[src/rtl/blink_pkg.sv]
// rtl/blink_pkg.sv - shared FSM state type and timer sizing helper for the blink code transmitter
package blink_pkg;

    typedef enum logic [1:0] {
        IDLE,
        ON,
        OFF,
        GAP
    } blink_state_t;

    function automatic int blink_timer_width(input int on_c, input int off_c, input int gap_c);
        int m;
        m = on_c;
        if (off_c > m) m = off_c;
        if (gap_c > m) m = gap_c;
        return $clog2(m + 1);
    endfunction

endpackage

[src/rtl/blink_timer.sv]
// rtl/blink_timer.sv - down-counter shared by the ON, OFF and GAP periods
module blink_timer #(
    parameter int TW = 8
) (
    input  logic          clk,
    input  logic          rst,
    input  logic          i_load,
    input  logic [TW-1:0] i_duration,
    output logic          o_expired
);

    logic [TW-1:0] r_count;

    // Loading duration-1 makes a period last exactly i_duration cycles including the load cycle.
    always_ff @(posedge clk or negedge rst) begin
        if (!rst) begin
            r_count <= '0;
        end else if (i_load) begin
            r_count <= i_duration - TW'(1);
        end else if (r_count != '0) begin
            r_count <= r_count - TW'(1);
        end
    end

    assign o_expired = (r_count == '0);

endmodule

[src/rtl/blink_code_tx.sv]
// rtl/blink_code_tx.sv - sends a small integer as N LED blinks then a dark gap; BLINK_CODE_REPEAT_EN enables auto-repeat
module blink_code_tx
    import blink_pkg::*;
#(
    parameter int WIDTH      = 3,
    parameter int ON_CYCLES  = 6000000,
    parameter int OFF_CYCLES = 6000000,
    parameter int GAP_CYCLES = 24000000
) (
    input  logic             clk,
    input  logic             rst,
    input  logic             in_valid,
    output logic             in_ready,
    input  logic [WIDTH-1:0] in_value,
    output logic             led,
    output logic             busy,
    output logic             done
);

    localparam int            TW      = blink_timer_width(ON_CYCLES, OFF_CYCLES, GAP_CYCLES);
    localparam logic [TW-1:0] ON_DUR  = TW'(ON_CYCLES);
    localparam logic [TW-1:0] OFF_DUR = TW'(OFF_CYCLES);
    localparam logic [TW-1:0] GAP_DUR = TW'(GAP_CYCLES);

    blink_state_t     r_state;
    blink_state_t     w_next;
    logic [WIDTH-1:0] r_remaining;
    logic [WIDTH-1:0] w_remaining_next;
    logic             w_load;
    logic [TW-1:0]    w_duration;
    logic             w_expired;
    logic             w_last_gap;
    logic             w_accept;

    blink_timer #(
        .TW(TW)
    ) u_timer (
        .clk       (clk),
        .rst       (rst),
        .i_load    (w_load),
        .i_duration(w_duration),
        .o_expired (w_expired)
    );

    assign w_last_gap = (r_state == GAP) && w_expired;
    assign done       = w_last_gap;
    assign led        = (r_state == ON);
    assign busy       = (r_state != IDLE);

`ifdef BLINK_CODE_REPEAT_EN
    logic [WIDTH-1:0] r_code;

    assign in_ready = (r_state == IDLE) || w_last_gap;

    always_ff @(posedge clk or negedge rst) begin
        if (!rst) begin
            r_code <= '0;
        end else if (w_accept) begin
            r_code <= in_value;
        end
    end
`else
    assign in_ready = (r_state == IDLE);
`endif

    assign w_accept = in_valid && in_ready;

    always_comb begin
        w_next           = r_state;
        w_remaining_next = r_remaining;
        w_load           = 1'b0;
        w_duration       = ON_DUR;
        if (w_accept) begin
            w_remaining_next = in_value;
            w_load           = 1'b1;
            if (in_value != '0) begin
                w_next     = ON;
                w_duration = ON_DUR;
            end else begin
                w_next     = GAP;
                w_duration = GAP_DUR;
            end
        end else begin
            case (r_state)
                ON: begin
                    if (w_expired) begin
                        w_load           = 1'b1;
                        w_remaining_next = r_remaining - WIDTH'(1);
                        if (r_remaining != WIDTH'(1)) begin
                            w_next     = OFF;
                            w_duration = OFF_DUR;
                        end else begin
                            w_next     = GAP;
                            w_duration = GAP_DUR;
                        end
                    end
                end
                OFF: begin
                    if (w_expired) begin
                        w_load     = 1'b1;
                        w_next     = ON;
                        w_duration = ON_DUR;
                    end
                end
                GAP: begin
                    if (w_expired) begin
`ifdef BLINK_CODE_REPEAT_EN
                        // No new code offered: replay the latched one indefinitely.
                        w_load           = 1'b1;
                        w_remaining_next = r_code;
                        if (r_code != '0) begin
                            w_next     = ON;
                            w_duration = ON_DUR;
                        end else begin
                            w_next     = GAP;
                            w_duration = GAP_DUR;
                        end
`else
                        w_next = IDLE;
`endif
                    end
                end
                default: begin
                    w_next = r_state;
                end
            endcase
        end
    end

    always_ff @(posedge clk or negedge rst) begin
        if (!rst) begin
            r_state     <= IDLE;
            r_remaining <= '0;
        end else begin
            r_state     <= w_next;
            r_remaining <= w_remaining_next;
        end
    end

endmodule

[config.mk]
export PLATFORM = sky130hd
export DESIGN_NAME = blink_code_tx
export DESIGN_NICKNAME = d
export VERILOG_FILES = /design/src/rtl/blink_pkg.sv /design/src/rtl/blink_timer.sv /design/src/rtl/blink_code_tx.sv
export SDC_FILE = /design/constraint.sdc
export NUM_CORES = 1
export LEC_CHECK = 0
export BUFFER_PORTS_ARGS = -buffer_cell sky130_fd_sc_hd__buf_4
export CAP_MARGIN = 40
export CORE_UTILIZATION = 59
export DETAILED_ROUTE_END_ITERATION = 8
export PLACE_DENSITY = 0.77
export REMOVE_ABC_BUFFERS = 1
export SYNTH_ARGS = -nofsm -noshare
export SYNTH_HDL_FRONTEND = slang
export SYNTH_SLANG_ARGS = --single-unit
[constraint.sdc]
create_clock -name clk -period 3.8 [get_ports clk]
set_input_delay 0.95 -clock clk [delete_from_list [all_inputs] [get_ports clk]]
set_output_delay 0.95 -clock clk [all_outputs]
set_load 0.1 [all_outputs]
## Word level (Yosys, flattened, before mapping)

Cells that the tools add are included.

| word-level totals | value |
|---|---|
| bits in registers | 30 |
| input port bits | 6 |
| logic and storage cells | 47 |

| operators by class | value |
|---|---|
| $add $sub $neg | 3 |
| equality and inequality tests | 7 |
| muxes and demuxes | 20 |
| reduce and logical (&&, ||, !) cells | 14 |

Operators with widths:

| kind | count |
|---|---|
| 2-to-1 mux 25 bit | 7 |
| subtractor 25 x 1 -> 25 bit, second input constant | 2 |
| logical NOT 25 bit | 1 |
| nonzero test 25 bit | 1 |
| 2-to-1 mux 2 bit | 5 |
| 2-to-1 mux 3 bit | 3 |
| nonzero test 2 bit | 4 |
| != test 3 x 1 -> 1 bit, second input constant | 2 |
| != test 3 bit, second input constant | 2 |
| case mux 2 bit (3 select lines) | 1 |
| == test 2 bit, second input constant | 2 |
| 2-to-1 mux 1 bit | 4 |
| AND reduction 4 bit | 1 |
| nonzero test 4 bit | 1 |
| nonzero test 3 bit | 1 |
| subtractor 3 x 1 -> 3 bit, second input constant | 1 |
| == test 2 x 1 -> 1 bit, second input constant | 1 |
| logical AND 1 bit | 2 |
| logical NOT 2 bit | 1 |
| AND reduction 2 bit | 1 |
| OR reduction 2 bit | 1 |

## Longest topological paths before layout

| logic depth | value |
|---|---|
| word-level depth | 7 |
| gate-level depth with buffers | 13 |
| mapped depth without buffers | 11 |

## Cells and area by module

From an unflattened synthesis, not the netlist that was laid out.

| second synthesis, totals | value |
|---|---|
| cells, all modules | 249 |
| area, all modules | 2348.5 µm² |

By module, submodules not included:

| module | times used | cells each | area each (µm²) | sequential area each (µm²) |
|---|---|---|---|---|
| blink_timer | 1 | 203 | 1951.9 | 625.6 |
| blink_code_tx | 1 | 46 | 396.6 | 125.1 |

## Worst setup path after synthesis

Ideal clock, no wire load.

| timing | value |
|---|---|
| path type | register to register |
| from | register r_state[0] |
| to | register u_timer.r_count[24] |
| library setup time | 126 ps |
| data arrival time | 3564 ps |
| data required time | 3674 ps |
| path slack | 110 ps |
| cell stages (with the launch flop) | 13 |
| buffers on the path | 2 |
| cell sequence | dfrtp_1 -> inv_1 -> ha_1 -> and2_1 -> clkbuf_1 -> a41oi_1 -> clkbuf_1 -> nand2_1 -> ha_1 -> and3_1 -> a31oi_1 -> or4_1 -> a311o_1 |

| on the way | value |
|---|---|
| cells in the longest elaborated chain, start to end | 5 |
| elaborated cells between the ends (all ways) | 12 |

RTL lines:

| what | line | text |
|---|---|---|
| start, declared | blink_code_tx.sv:25 | `blink_state_t r_state;` |
| start signal, assigned | blink_code_tx.sv:135 | `r_state <= w_next;` |
| logical NOT 2 bit * | blink_code_tx.sv:63 | `assign in_ready = (r_state == IDLE);` |
| net in_ready | blink_code_tx.sv:13 | `output logic in_ready,` |
| logical AND 1 bit * | blink_code_tx.sv:66 | `assign w_accept = in_valid && in_ready;` |
| 2-to-1 mux 25 bit | blink_code_tx.sv:73 | `if (w_accept) begin` |
| subtractor 25 x 1 -> 25 bit | blink_timer.sv:19 | `r_count <= i_duration - TW'(1);` |
| 2-to-1 mux 25 bit | blink_timer.sv:18 | `end else if (i_load) begin` |
| end signal, assigned | blink_timer.sv:19 |  |
| end signal, assigned | blink_timer.sv:21 | `r_count <= r_count - TW'(1);` |
| end, declared | blink_timer.sv:12 | `logic [TW-1:0] r_count;` |

Mark *: on every way through the listed nets, which the timed path passes. The rest lies on a longest branch.
A chain may end at the register's enable or synchronous reset.

## Worst setup path in the final report

| timing | value |
|---|---|
| from | register u_timer.r_count[8] |
| to | output done |

| on the way | value |
|---|---|
| cells in the longest elaborated chain, start to end | 2 |

RTL lines:

| what | line | text |
|---|---|---|
| logical NOT 25 bit | blink_timer.sv:25 | `assign o_expired = (r_count == '0);` |
| logical AND 1 bit | blink_code_tx.sv:45 | `assign w_last_gap = (r_state == GAP) && w_expired;` |
| end, declared | blink_code_tx.sv:17 | `output logic done` |

Every way passes these cells.

==> impl_results.md <==
* Status: complete, no violations
* Htree depth at 2
* First drt pass iteration count at 4
* Die Wd at 58.2 um
* Die height at approximately 58 um
* Crit. End Element: primary output
* Num CTS Buffers at 5
* Worst Skew at 0.00537 ns
* Slew @ Worst Pin at about 0.96 ns
* Worst rel slew slack at 35.5%
* Post-CTS sizing at 0
* Synth unique cells at 48
* Mapped cell area at 1860 um^2
* CP max FO at 7
* Clock sink count at 30
* CTS tree: yes
* Vias in the first global route at about 1500
* MaxCap Viol Count at 0
* Worst path slowest cell: or3b_1
* Core Area at 3030 um^2
* Sequential share of the synthesized area at between 40% and 50%
* Met3 Routed Length at 236 um
* Diodes inserted at 0
* Share of layout cells above drive strength 1 at between 10 and 15%
* Routed wire length per instance at approximately 16 um
* Post CTS Setup Buffer Count at 0
* Drt drc at 0
* Initial antenna violation count at 0
* Detail Placement HPWL at just over 3000 um
* Max-slew violations at 0
* #FFs+latches synth at 30
* Vias at approximately 1600
* Uppermost layer routed: met4
* Gr ovfl total at 0
* Number of I/O pins at 10
* Worst vdd ir at roughly 0.33 mV
* Slowest stage delay, CP at 0.55 ns
* Area added between synthesis and finish at 9.48%
* DRT iter0 DRCs at 154
* GP Congestion at ~0.87
* Clock slew at reported path FFs at around 0.080 ns
* CTS Hold Bufs at 0
* Largest net degree at the start of global routing at 31
* Skew-Pair Late Insertion Delay at around 0.33 ns
* Post-synth EDFFs at 0
* Fmax at just under 300 MHz
* Setup TNS at 0 ns
* Async S/R FF share, synth at 100%
* Synthesized instance count at 200
* Synth Area per Inst at between 9 and 10 um^2
* Post-layout util at ~67%
* Root buffer cell: clkbuf_4
* CP most frequent cell: buf_4
* M1 WL at 1870 um
* YS warnings at 0
* Routed vias/inst at between 6 and 7
* Starting density of the core at about three fifths
* Leakage power figure at ~0.8 nW
* Hold Path Class: in2async
* Min cycle time layout at about 3.5 ns
* Worst Path Class, Setup: reg2out
* Placed inst area at around 2000 um^2
* Pwr/cell area at slightly above 700 nW/um^2
* Design area at 2040 um^2
* WL met2 at 2020 um
* Post-synth top flop: dfrtp_1
* Final setup fails at 0
* Final net count at 229
* DRT antenna net count at 0
* Cell chain of the critical path: or3_1, or3b_1, nor3_1, buf_4, and2_1, buf_4
* Critical Path AT at 2.52 ns
* Row count at 20
* Die area at 3380 um^2
* GR Util All Layers at 28.3%
* Drt total wl at around 4200 um
* Port bufs at 9
* Req. time, crit path at around 2.9 ns
* RSZ-0062 raised after global routing: false
* Worst setup SP type: flip-flop
* Fin crit share at between 90% and 100%
* Global-route wire length before repair at about 7000 um
* Final hold vios at 0
* Clock Tree Buf Depth at 2
==> layer usage <==
| metal | vias up | global-route usage [%] |
|---|---|---|
| met4 | 0 | 12.6 |
| met3 | 10 | 8.26 |
| met2 | 49 | 45.8 |
| met5 | - | 0 |
| met1 | 774 | 35.1 |
| li1 | 777 | - |
==> cells in the final DEF (no fill, tap or decap), types with 8 or more instances in the layout <==
cell	count
nor2_1	12
o21ai_0	10
or3_1	14
nand2_1	14
buf_4	14
dfrtp_1	30
a21oi_1	12
nor4_1	8
ha_1	9
inv_1	8
==> sequential cells by signal (all words and copies together), names as in the netlist <==
name and flops:
r_remaining 3, u_timer.r_count 25, r_state 2
==> per-stage QoR <==
step                cells  hold WS, ns  setup slack (ns)  power, mW
detailed placement    251        0.539             0.293       1.29
global placement      251        0.528             0.425       1.26
finish                258        0.530             0.328       1.47
CTS                   258        0.538             0.328       1.47
floorplan             193        0.475             0.137       1.11
global route          258        0.533             0.102       1.58
==> final timing paths <==
kind | startpoint | endpoint | slack [ns] | depth (start not counted)
max | u_timer.r_count[8] | done | 0.33 | 6
min | rst | u_timer.r_count[19] | 0.53 | 1
max reg2reg | r_state[0] | u_timer.r_count[24] | 0.41 | 11
min reg2reg | u_timer.r_count[0] | u_timer.r_count[0] | 0.55 | 1
max in group asynchronous | rst | r_state[1] | 3.00 | 1
min in group clk | u_timer.r_count[0] | u_timer.r_count[0] | 0.55 | 1
==> worst max-delay path: cells and delay by family, from the launching register on <==
family	cells	cell delay, ns
buf+inv	2	0.45
simple gates	4	1.32
flops	1	0.42
==> cell usage after synthesis (3+ instances only) <==
cell type	instances	area, um^2
dfrtp_1	30	751
nand2_1	14	52.6
or3_1	14	87.6
a21oi_1	12	60.1
nor2_1	12	45.0
o21ai_0	10	50.1
ha_1	9	113
inv_1	8	30.0
nor4_1	8	50.1
nor3_1	7	35.0
xor2_1	7	61.3
xnor2_1	6	52.6
a31oi_1	5	31.3
and2_1	5	31.3
clkbuf_1	5	18.8
or4_1	5	37.5
nand3_1	4	20.0
mux2i_1	3	30.0
==> layout make-up <==
class / instances / area [um^2]
timing repair buffer: 14 / 105
fill: 254 / 991
sequential: 30 / 751
inverter: 8 / 30.0
tap: 44 / 55.1
multi-input combinational: 155 / 1050
clock buffer: 7 / 45.0
==> logic make-up after synthesis <==
family                   synth area share, %
AND/OR/NAND/NOR                         25.0
adder cells (fa/ha/maj)                 6.05
XOR/XNOR                                6.12
buffers and inverters                   3.16
multiplexers                            2.22
AO/OA/AOI/OAI                           17.1
flip-flops                              40.3
==> power by group <==
part / switching [mW] / total, mW / leakage [nW] / internal (mW)
registers: 0.129 / 0.569 / 0.343 / 0.440
logic: 0.467 / 0.731 / 0.438 / 0.264
clock network: 0.0993 / 0.169 / 0.0254 / 0.0695
Power figures use the tool's default switching activity.
